[src/rtl/alu_div16_seq.sv]
// Sequential restoring divider: one shift/trial-subtract step per clock, MSB first.
// Signed operands are divided as magnitudes and the signs are restored when the result is written.
module alu_div16_seq #(
    parameter int WIDTH = 16
) (
    input  logic             clk,
    input  logic             rst_n,
    input  logic             start,
    input  logic             signed_op,
    input  logic [WIDTH-1:0] dividend,
    input  logic [WIDTH-1:0] divisor,
    output logic             busy,
    output logic             done,
    output logic [WIDTH-1:0] quotient,
    output logic [WIDTH-1:0] remainder,
    output logic             div_zero,
    output logic             ovfl
);
    localparam int CW = (WIDTH > 2) ? $clog2(WIDTH) : 1;
    localparam logic [1:0] S_IDLE = 2'd0;
    localparam logic [1:0] S_RUN  = 2'd1;
    localparam logic [1:0] S_DONE = 2'd2;
    localparam logic [CW-1:0]    LAST_STEP = CW'(WIDTH - 1);
    localparam logic [WIDTH-1:0] MIN_VAL   = {1'b1, {(WIDTH-1){1'b0}}};
    localparam logic [WIDTH-1:0] MAX_VAL   = {1'b0, {(WIDTH-1){1'b1}}};

    logic [1:0]       state_q, state_d;
    logic [CW-1:0]    count_q, count_d;
    logic [WIDTH-1:0] rem_q, rem_d;
    logic [WIDTH-1:0] dvd_q, dvd_d;
    logic [WIDTH-1:0] dsr_q, dsr_d;
    logic             qneg_q, qneg_d;
    logic             rneg_q, rneg_d;
    logic             sat_q, sat_d;
    logic [WIDTH-1:0] quo_q, quo_d;
    logic [WIDTH-1:0] rmd_q, rmd_d;
    logic             dz_q, dz_d;
    logic             ov_q, ov_d;

    logic [WIDTH:0]   rem_sh;
    logic [WIDTH:0]   trial;
    logic             qbit;
    logic [WIDTH-1:0] rem_nx;
    logic [WIDTH-1:0] dvd_nx;
    logic             a_neg;
    logic             b_neg;

    // The dividend register doubles as the quotient: dividend bits shift out the top as quotient bits enter the bottom.
    always_comb begin
        rem_sh = {rem_q, dvd_q[WIDTH-1]};
        trial  = rem_sh - {1'b0, dsr_q};
        qbit   = ~trial[WIDTH];
        rem_nx = qbit ? trial[WIDTH-1:0] : rem_sh[WIDTH-1:0];
        dvd_nx = {dvd_q[WIDTH-2:0], qbit};
        a_neg  = signed_op & dividend[WIDTH-1];
        b_neg  = signed_op & divisor[WIDTH-1];
    end

    always_comb begin
        state_d = state_q;
        count_d = count_q;
        rem_d   = rem_q;
        dvd_d   = dvd_q;
        dsr_d   = dsr_q;
        qneg_d  = qneg_q;
        rneg_d  = rneg_q;
        sat_d   = sat_q;
        quo_d   = quo_q;
        rmd_d   = rmd_q;
        dz_d    = dz_q;
        ov_d    = ov_q;
        case (state_q)
            S_IDLE: begin
                if (start) begin
                    dz_d    = 1'b0;
                    ov_d    = 1'b0;
                    count_d = '0;
                    rem_d   = '0;
                    dvd_d   = a_neg ? -dividend : dividend;
                    dsr_d   = b_neg ? -divisor : divisor;
                    qneg_d  = a_neg ^ b_neg;
                    rneg_d  = a_neg;
                    sat_d   = signed_op && (dividend == MIN_VAL) && (divisor == '1);
                    if (divisor == '0) begin
                        quo_d   = '1;
                        rmd_d   = dividend;
                        dz_d    = 1'b1;
                        state_d = S_DONE;
                    end else begin
                        state_d = S_RUN;
                    end
                end
            end
            S_RUN: begin
                rem_d   = rem_nx;
                dvd_d   = dvd_nx;
                count_d = count_q + 1'b1;
                if (count_q == LAST_STEP) begin
                    state_d = S_DONE;
                    count_d = '0;
                    // MIN / -1 has no representable quotient; saturate instead of wrapping.
                    if (sat_q) begin
                        quo_d = MAX_VAL;
                        rmd_d = '0;
                        ov_d  = 1'b1;
                    end else begin
                        quo_d = qneg_q ? -dvd_nx : dvd_nx;
                        rmd_d = rneg_q ? -rem_nx : rem_nx;
                    end
                end
            end
            S_DONE: begin
                state_d = S_IDLE;
            end
            default: begin
                state_d = S_IDLE;
            end
        endcase
    end

    always_ff @(posedge clk) begin
        if (!rst_n) begin
            state_q <= S_IDLE;
            count_q <= '0;
            rem_q   <= '0;
            dvd_q   <= '0;
            dsr_q   <= '0;
            qneg_q  <= 1'b0;
            rneg_q  <= 1'b0;
            sat_q   <= 1'b0;
            quo_q   <= '0;
            rmd_q   <= '0;
            dz_q    <= 1'b0;
            ov_q    <= 1'b0;
        end else begin
            state_q <= state_d;
            count_q <= count_d;
            rem_q   <= rem_d;
            dvd_q   <= dvd_d;
            dsr_q   <= dsr_d;
            qneg_q  <= qneg_d;
            rneg_q  <= rneg_d;
            sat_q   <= sat_d;
            quo_q   <= quo_d;
            rmd_q   <= rmd_d;
            dz_q    <= dz_d;
            ov_q    <= ov_d;
        end
    end

    assign busy      = (state_q != S_IDLE);
    assign done      = (state_q == S_DONE);
    assign quotient  = quo_q;
    assign remainder = rmd_q;
    assign div_zero  = dz_q;
    assign ovfl      = ov_q;
endmodule

[config.mk]
export PLATFORM = sky130hd
export DESIGN_NAME = alu_div16_seq
export DESIGN_NICKNAME = d
export VERILOG_FILES = /design/src/rtl/alu_div16_seq.sv
export SDC_FILE = /design/constraint.sdc
export NUM_CORES = 1
export LEC_CHECK = 0
export CORE_MARGIN = 8
export CORE_UTILIZATION = 51
export DETAILED_ROUTE_END_ITERATION = 10
export PLACE_DENSITY = 0.77
export SLEW_MARGIN = 15
export SYNTH_ARGS = -nofsm -noshare
export SYNTH_HDL_FRONTEND = slang
export SYNTH_SLANG_ARGS = --single-unit
export TNS_END_PERCENT = 5
[constraint.sdc]
create_clock -name clk -period 3.85 [get_ports clk]
set_input_delay 0.9625 -clock clk [delete_from_list [all_inputs] [get_ports clk]]
set_output_delay 0.9625 -clock clk [all_outputs]
set_load 0.05 [all_outputs]
Yosys cells after proc, flatten, opt, wreduce, memory -nomap -nowiden
Cells that the tools add are included.
- add/subtract/negate cells: 6
- equal/unequal tests: 9
- multiplexer cells: 31
- bitwise gates (word level): 4
- reduce and logical (&&, ||, !) cells: 11
- operators by type and width (operator ; number):
    $mux W16 ; 15
    $pmux W16 S2 ; 4
    $neg A16 Y16 ; 4
    $eq A16 B16 Y1 const B ; 2
    $sub A17 B16 Y17 ; 1
    $logic_not A16 Y1 ; 1
    $mux W4 ; 2
    $ne A2 B2 Y1 const B ; 4
    $pmux W4 S2 ; 1
    $reduce_and A4 Y1 ; 2
    $mux W2 ; 3
    $reduce_and A2 Y1 ; 3
    $add A4 B1 Y4 const B ; 1
    $eq A4 B4 Y1 const B ; 1
    $mux W1 ; 4
    $pmux W2 S2 ; 1
    $reduce_bool A2 Y1 ; 2
    $and A1 B1 Y1 ; 2
    $eq A2 B1 Y1 const B ; 1
    $eq A2 B2 Y1 const B ; 1
    $logic_and A1 B1 Y1 ; 2
    $logic_not A2 Y1 ; 1
    $pmux W1 S2 ; 1
    $not A1 Y1 ; 1
    $xor A1 B1 Y1 ; 1
- register bits: 91
- input port bits: 36
- output and inout bits: 36
- word-level logic and storage cells: 73

Depth between registers and ports, before layout
Gate-level depths: netlist of run 1.
- depth in word-level cells: 7
- mapped depth: 22
- mapped depth without buffers: 21

Least setup slack after synthesis of run 1
No wires, ideal clock.
- path type: register -> register
- from: register dvd_q[15]
- to: register rmd_q[10] (netlist: remainder[10])
- setup time: 0.123 ns
- arrival: 3.707 ns
- data required time: 3.727 ns
- setup slack: 0.020 ns
- cell stages (with the launch flop): 20
- path buffers: 1
- path through: dfxtp_1 inv_1 ha_1 inv_1 fa_1 a211oi_2 o31ai_4 o2111ai_2 a21oi_4 xor2_4 buf_2 mux2i_1 ha_1 nand2_1 nor2_1 mux2i_1 o31ai_1 xor2_1 a221oi_1 nor2_1
- word-level cells in the longest chain between the ends: 7
- ends and longest elaborated chain (item ; line ; text):
    start: declaration ; 30 ; logic [WIDTH-1:0] dvd_q, dvd_d;
    start signal: assignment ; 139 ; dvd_q <= dvd_d;
    $sub A17 B16 Y17 ; 51 ; trial = rem_sh - {1'b0, dsr_q};
    $mux W16 * ; 53 ; rem_nx = qbit ? trial[WIDTH-1:0] : rem_sh[WIDTH-1:0];
    $neg A16 Y16 ; 108 ; rmd_d = rneg_q ? -rem_nx : rem_nx;
    $mux W16 * ; 108 ;
    $mux W16 * ; 102 ; if (sat_q) begin
    $mux W16 * ; 98 ; if (count_q == LAST_STEP) begin
    $pmux W16 S2 * ; 72 ; case (state_q)
    end signal: assignment ; 145 ; rmd_q <= rmd_d;
    end: declaration ; 36 ; logic [WIDTH-1:0] rmd_q, rmd_d;
Every way passes the cells marked *; elsewhere a longest branch is shown, timed or not. The select of a mux whose other input is x is not followed.
A chain may end at the register's enable or synchronous reset.

Worst setup path in the final report of run 1
Same ends and word-level chain as after synthesis.

==> flow_summary.json, run 1 <==
{
  "rows": 39,
  "syn_avg_cell_area_um2": 7.72,
  "die_h_um": 125,
  "worst_setup_path_start_kind": "flip-flop",
  "max_freq_mhz": 273,
  "cts_root_buf": "clkbuf_16",
  "regToRegEndpoint": "remainder[10]",
  "crit_slowest_cell": "fa_2",
  "min_to": "div_zero",
  "path_class": "flip-flop to flip-flop",
  "worstPathRequired_ps": 4100,
  "ant_nets": 0,
  "gp_congestion": 0.933,
  "n_antenna_cell": 0,
  "critPathMaxStageDelay_ps": 380,
  "vias_per_cell": 6.21,
  "holdWs_ps": 467,
  "powerDensity_nw_per_um2": 450,
  "gr-usage-all-layers_pct": 22.8,
  "hp-class": "flip-flop to flip-flop",
  "initial_core_util_pct": 52.6,
  "crit_buf_inv": 2,
  "ys_ff_latch": 91,
  "drt-total-wl_mm": 18.3,
  "antenna_found_initial": 0,
  "drtIter0Drc": 805,
  "crit_chain": "inv_1 > ha_2 > inv_1 > fa_2 > a211oi_4 > o31ai_4 > o2111ai_2 > a21oi_4 > xor2_4 > mux2i_2 > ha_2 > nand2_2 > nor2_1 > mux2i_1 > o31ai_1 > xor2_1 > a221oi_2 > nor2_1",
  "status": "complete, no violations",
  "grt_pass1_vias": 5931,
  "clk_latency_ps": 360,
  "hp-start": "div_zero",
  "die_w_um": 125,
  "h-tree-depth": 3,
  "multiInputGateArea_um2": 3960,
  "seqCellArea_um2": 1820,
  "setup_tns_ps": 0,
  "pwr-share-clk_pct": 27.9,
  "setup_violations": 0,
  "synth_fp_nets": 843,
  "synth_area_leaders": "dfxtp_1 (30%), nand2_1 (5.6%), o21ai_0 (5.3%)",
  "power_switching_w": 0.00125,
  "p_leak_nw": 2.94,
  "vdd_ir_drop_max_mv": 0.287,
  "period_needed_ps": 3660,
  "grt_max_degree": 91,
  "synth_async_sr_flop_share_pct": 0,
  "post_drt_wl_per_cell_um": 18.4,
  "synth_edf_count": 0,
  "cts-buffers-inserted": 9,
  "worstPathMaxFanout": 5,
  "grt_overflow_total": 0,
  "numPortBuffers": 71,
  "yosys.area.top_type_share_pct": 30.1,
  "arrival_ps": 3910,
  "layout.nets": 910,
  "tritoncts": "done",
  "ys.flop_type": "dfxtp_1",
  "io_pins": 72,
  "reg2reg_slack_ps": 190,
  "clockBufferDepth": 2,
  "switching_share_pct": 37.8,
  "p_int_w": 0.00206,
  "syn-cell-area_um2": 6050,
  "maxCapViolCount": 0,
  "synthCells": 784,
  "worstMarginPinSlew_ps": 1060,
  "synth_warnings": 0,
  "syn2layout_area_growth_pct": 21.4,
  "yosysTopAreaCell": "dfxtp_1",
  "hold_viol": 0,
  "rr_worst_depth": 18,
  "startpoint": "dvd_q[15]",
  "power_frac_comb_pct": 39.4,
  "die-area_um2": 15600,
  "vias": 6203,
  "finClkSkew_ps": 15.6,
  "clk_pin_slew_ps": 70,
  "drv_slew": 0,
  "nFillCells": 1029,
  "cp_top_family": "compound AO/OA/AOI/OAI gates",
  "yosysSeqAreaShare_pct": 30.1,
  "maxSlewHeadroom_pct": 29.0,
  "drive_above_1_share_pct": 9.11,
  "dp_hpwl_mm": 13.4,
  "p_seq_share_pct": 32.7,
  "dr.pass1.iters": 5,
  "clock-sinks": 91,
  "post-route-period-util_pct": 95.2,
  "grt_pass1_wl_mm": 29.6,
  "drc": 0,
  "r2r-start": "dvd_q[15]",
  "core_area_um2": 11500,
  "end_kind": "flip-flop",
  "whs_path_depth": 2,
  "ys_types": 61
}
==> kinds of logic after synthesis <==
family / synth area share, %
xor gates and xnor gates: 9.28
muxes: 3.10
DFF: 30.1
AOI/OAI and AO/OA: 26.1
adders and majority gates: 4.88
and+or+nand+nor: 21.6
buffers and inverters: 5.04
==> power groups by stage <==
stage	Combinational, W	Clock, W	Sequential (W)
final	0.00131	0.000923	0.00108
after global placement	0.00120	0	0.00110
after detailed placement	0.00122	0	0.00110
after CTS	0.00124	0.000927	0.00108
after global routing	0.00141	0.000969	0.00109
after floorplan	0.000816	0	0.00115
==> how the worst max path moves through the flow <==
stage	end	slack (ps)	depth (start not counted)
final	remainder[10]	190	18
after global routing	remainder[10]	-20	18
after CTS	remainder[10]	6	18
after detailed placement	remainder[10]	0.6	18
after global placement	remainder[10]	190	18
after floorplan	remainder[10]	20	19
==> synth_stat cells (all sizes together), types with 2 or more instances <==
cell type and number:
a211oi 10, a221oi 11, o31ai 10, mux2 3, nand2 90, o211a 15, inv 33, a311o 2
xor2 36, o41ai 6, dfxtp 91, buf 10, o211ai 4, a21o 3, o22ai 4, ha 22
a21boi 15, and3 3, xnor2 26, nor2 64, a31oi 8, nand4 4, a21oi 54, mux2i 15
o21a 2, or3 13, o221ai 4, nand3 31, or2 6, nand3b 2, clkbuf 36, o2111ai 4
o221a 5, nor3 17, nor4 5, nor2b 16, a22oi 2, and2 19, o21ai 65, nand2b 8
==> cell usage in the layout (no fill, tap or decap), drive strengths merged, types with 17 or more instances in the layout <==
cell type,count
nor2,64
ha,22
xnor2,26
xor2,36
and2,19
dfxtp,91
clkdlybuf4s50,70
inv,35
nor3,17
nand2,90
buf,32
nand3,31
o21ai,65
a21oi,54
==> metrics by stage <==
| stage | utilization, % | area (um^2) | total power, W | std cells | setup WS (ps) |
|---|---|---|---|---|---|
| finish | 63.8 | 7350 | 0.00331 | 999 | 186 |
| CTS | 63.1 | 7260 | 0.00325 | 990 | 5.55 |
| global placement | 60.3 | 6940 | 0.00230 | 972 | 192 |
| floorplan | - | 6050 | 0.00197 | 784 | 19.8 |
| global route | 63.8 | 7350 | 0.00347 | 999 | -17.6 |
| detailed placement | 60.3 | 6940 | 0.00232 | 972 | 0.596 |
==> worst min-delay path: cells and delay by family, from the launching register on <==
kind	cells	cell delay (ps)
flip-flops	1	310
AO/OA/AOI/OAI	1	60
AND/OR/NAND/NOR	1	50
==> final cells by class <==
type	instances	area share [%]
clock buffers	10	3.11
clock inverters	6	0.987
multi-input cells	614	53.8
inverters	33	1.72
well taps	143	2.43
flip-flops and latches	91	24.8
repair buffers	102	13.1
==> registers in the layout (all words and copies together) (netlist names) <==
register / flops
rem_q: 16
rneg_q: 1
sat_q: 1
remainder: 16
dsr_q: 16
div_zero: 1
dvd_q: 16
quotient: 16
ovfl: 1
qneg_q: 1
count_q: 4
state_q: 2
==> per-layer routing <==
| metal | vias up | global-route usage, % | part of all wire [%] |
|---|---|---|---|
| li1 | 2934 | - | - |
| met1 | 2928 | 28.2 | 44 |
| met2 | 296 | 38.1 | 47 |
| met3 | 45 | 4.29 | 6.8 |
| met4 | 0 | 10.0 | 2.7 |
| met5 | - | 0 | 0 |
==> repair_timing <==
action                     4_1_cts  5_1_grt
buffers inserted                 2        9
hold buffers                     0        0
pin swaps                        2       10
setup endpoints to repair        1       11
resized for setup                2        7
Note: power is estimated with default switching activity, not from simulation.
==> run 2, diff against run 1 <==
--- a/config.mk
+++ b/config.mk
@@ -7,7 +7,9 @@
 export LEC_CHECK = 0
 export CORE_MARGIN = 8
 export CORE_UTILIZATION = 51
+export CTS_CLUSTER_SIZE = 20
 export DETAILED_ROUTE_END_ITERATION = 10
+export GPL_ROUTABILITY_DRIVEN = 0
 export PLACE_DENSITY = 0.77
 export SLEW_MARGIN = 15
 export SYNTH_ARGS = -nofsm -noshare
==> run 2 against run 1 <==
Against the previous run:
- maximum frequency decreased by 1.2%
- register-to-register slack got worse by 50 ps
- flip-flop and latch count is the same
- via count fell by 0.26%
- critical endpoint unchanged
- power down 1.2%
==> flow_summary.json, run 2 (synthesized netlist as in run 1, its figures left out) <==
{
  "status": "complete, no violations",
  "antenna_found_initial": 0,
  "drtIter0Drc": 661,
  "maxCapViolCount": 0,
  "worst_setup_path_start_kind": "flip-flop",
  "max_freq_mhz": 270,
  "p_leak_nw": 2.90,
  "seqCellArea_um2": 1820,
  "ant_nets": 0,
  "post-route-period-util_pct": 96.3,
  "rows": 39,
  "reg2reg_slack_ps": 140,
  "met2_length_mm": 8.58,
  "layout.nets": 904,
  "cts_hold_repair.buffers": 0,
  "grt_max_degree": 59,
  "io_pins": 72,
  "cts_root_buf": "clkbuf_16",
  "clk_pin_slew_ps": 70,
  "drc": 0,
  "n_antenna_cell": 0,
  "drt-total-wl_mm": 18.4,
  "powerDensity_nw_per_um2": 448,
  "fin_ws_ps": 141,
  "end_kind": "flip-flop",
  "syn2layout_area_growth_pct": 20.6,
  "gr-usage-all-layers_pct": 23.0,
  "vias_per_cell": 6.23,
  "die_w_um": 125,
  "worstMarginPinSlew_ps": 1020,
  "clk_latency_ps": 350,
  "clock-sinks": 91,
  "grt_pass1_vias": 5925,
  "maxSlewHeadroom_pct": 32.1,
  "vdd_ir_drop_max_mv": 0.308,
  "core_area_um2": 11500,
  "die-area_um2": 15600,
  "top_layer": "met4",
  "hp-class": "flip-flop to flip-flop",
  "period_needed_ps": 3710,
  "drv_slew": 0,
  "wl_met3_mm": 1.41,
  "setup_tns_ps": 0,
  "drive_above_1_share_pct": 8.71,
  "holdWs_ps": 472,
  "numPortBuffers": 71,
  "dr.pass1.iters": 5,
  "finClkSkew_ps": 3.82,
  "path_class": "flip-flop to flip-flop",
  "post_drt_wl_per_cell_um": 18.5,
  "arrival_ps": 3950,
  "worstPathRequired_ps": 4090,
  "final_cell_mix": "nand2_1 (90), dfxtp_1 (90), clkdlybuf4s50_1 (70)",
  "nFillCells": 1029,
  "grt_pass1_wl_mm": 29.7,
  "vias": 6187,
  "cts-buffers-inserted": 9,
  "final_util_pct": 63.4,
  "initial_core_util_pct": 52.6,
  "tritoncts": "done",
  "dp_hpwl_mm": 13.5,
  "hold_viol": 0,
  "setup_violations": 0,
  "multiInputGateArea_um2": 3970,
  "die_h_um": 125,
  "grt_overflow_total": 0,
  "worstPathMaxFanout": 6,
  "power_w": 0.00327,
  "clockBufferDepth": 2,
  "met1_length_mm": 7.84,
  "pre_cts_ws_ps": -15.1,
  "h-tree-depth": 3
}
run 2: routing by layer:
| layer | up-vias | GRT usage [%] |
|---|---|---|
| met1 | 2914 | 27.2 |
| met5 | - | 0 |
| met2 | 309 | 38.9 |
| met4 | 0 | 9.89 |
| li1 | 2912 | - |
| met3 | 52 | 5.82 |
run 2: report_power, final:
part / total [W] / leakage, nW / switching, W / internal [W]
clock: 0.000890 / 0.141 / 0.000389 / 0.000500
sequential: 0.00108 / 0.744 / 0.0000693 / 0.00101
combinational: 0.00130 / 2.01 / 0.000782 / 0.000518
total: 0.00327 / 2.90 / 0.00124 / 0.00203
run 2: path summary, 6_finish.rpt:
check,from,to,cells after the start
max,dvd_q[15],remainder[10],18
min,div_zero,div_zero,2
max reg2reg,dvd_q[15],remainder[10],18
min reg2reg,div_zero,div_zero,2
run 2: worst max-delay path: stages (launching register included):
cell and delay [ps]:
dfxtp_2 350, inv_1 50, ha_1 210, inv_1 80
fa_2 240, a211oi_4 80, o31ai_4 350, o2111ai_4 190
a21oi_4 250, xor2_4 260, mux2i_2 270, ha_2 260
nand2_1 100, nor2_2 130, mux2i_2 100, o31ai_2 220
xor2_1 100, a221oi_1 280, nor2_1 80
run 2: metrics by stage:
| stage | instances | area (um^2) |
|---|---|---|
| 2_1_floorplan | 784 | 6050 |
| 3_3_place_gp | 973 | 6930 |
| 3_5_place_dp | 973 | 6930 |
| 4_1_cts | 989 | 7250 |
| 5_1_grt | 993 | 7300 |
| 6_report | 993 | 7300 |
run 2: timing repair:
action / in CTS / in global routing
gates resized for setup: 3 / 8
pin swaps: 1 / 6
buffers inserted: 0 / 4
setup endpoints to repair: 1 / 8
run 2: layout make-up:
| type | count | share of cell area [%] |
|---|---|---|
| Timing Repair Buffer | 96 | 12.4 |
| Multi-Input combinational cell | 614 | 54.4 |
| Clock inverter | 7 | 0.942 |
| Inverter | 33 | 1.73 |
| Sequential cell | 91 | 25.0 |
| Clock buffer | 9 | 3.08 |
| Tap cell | 143 | 2.45 |
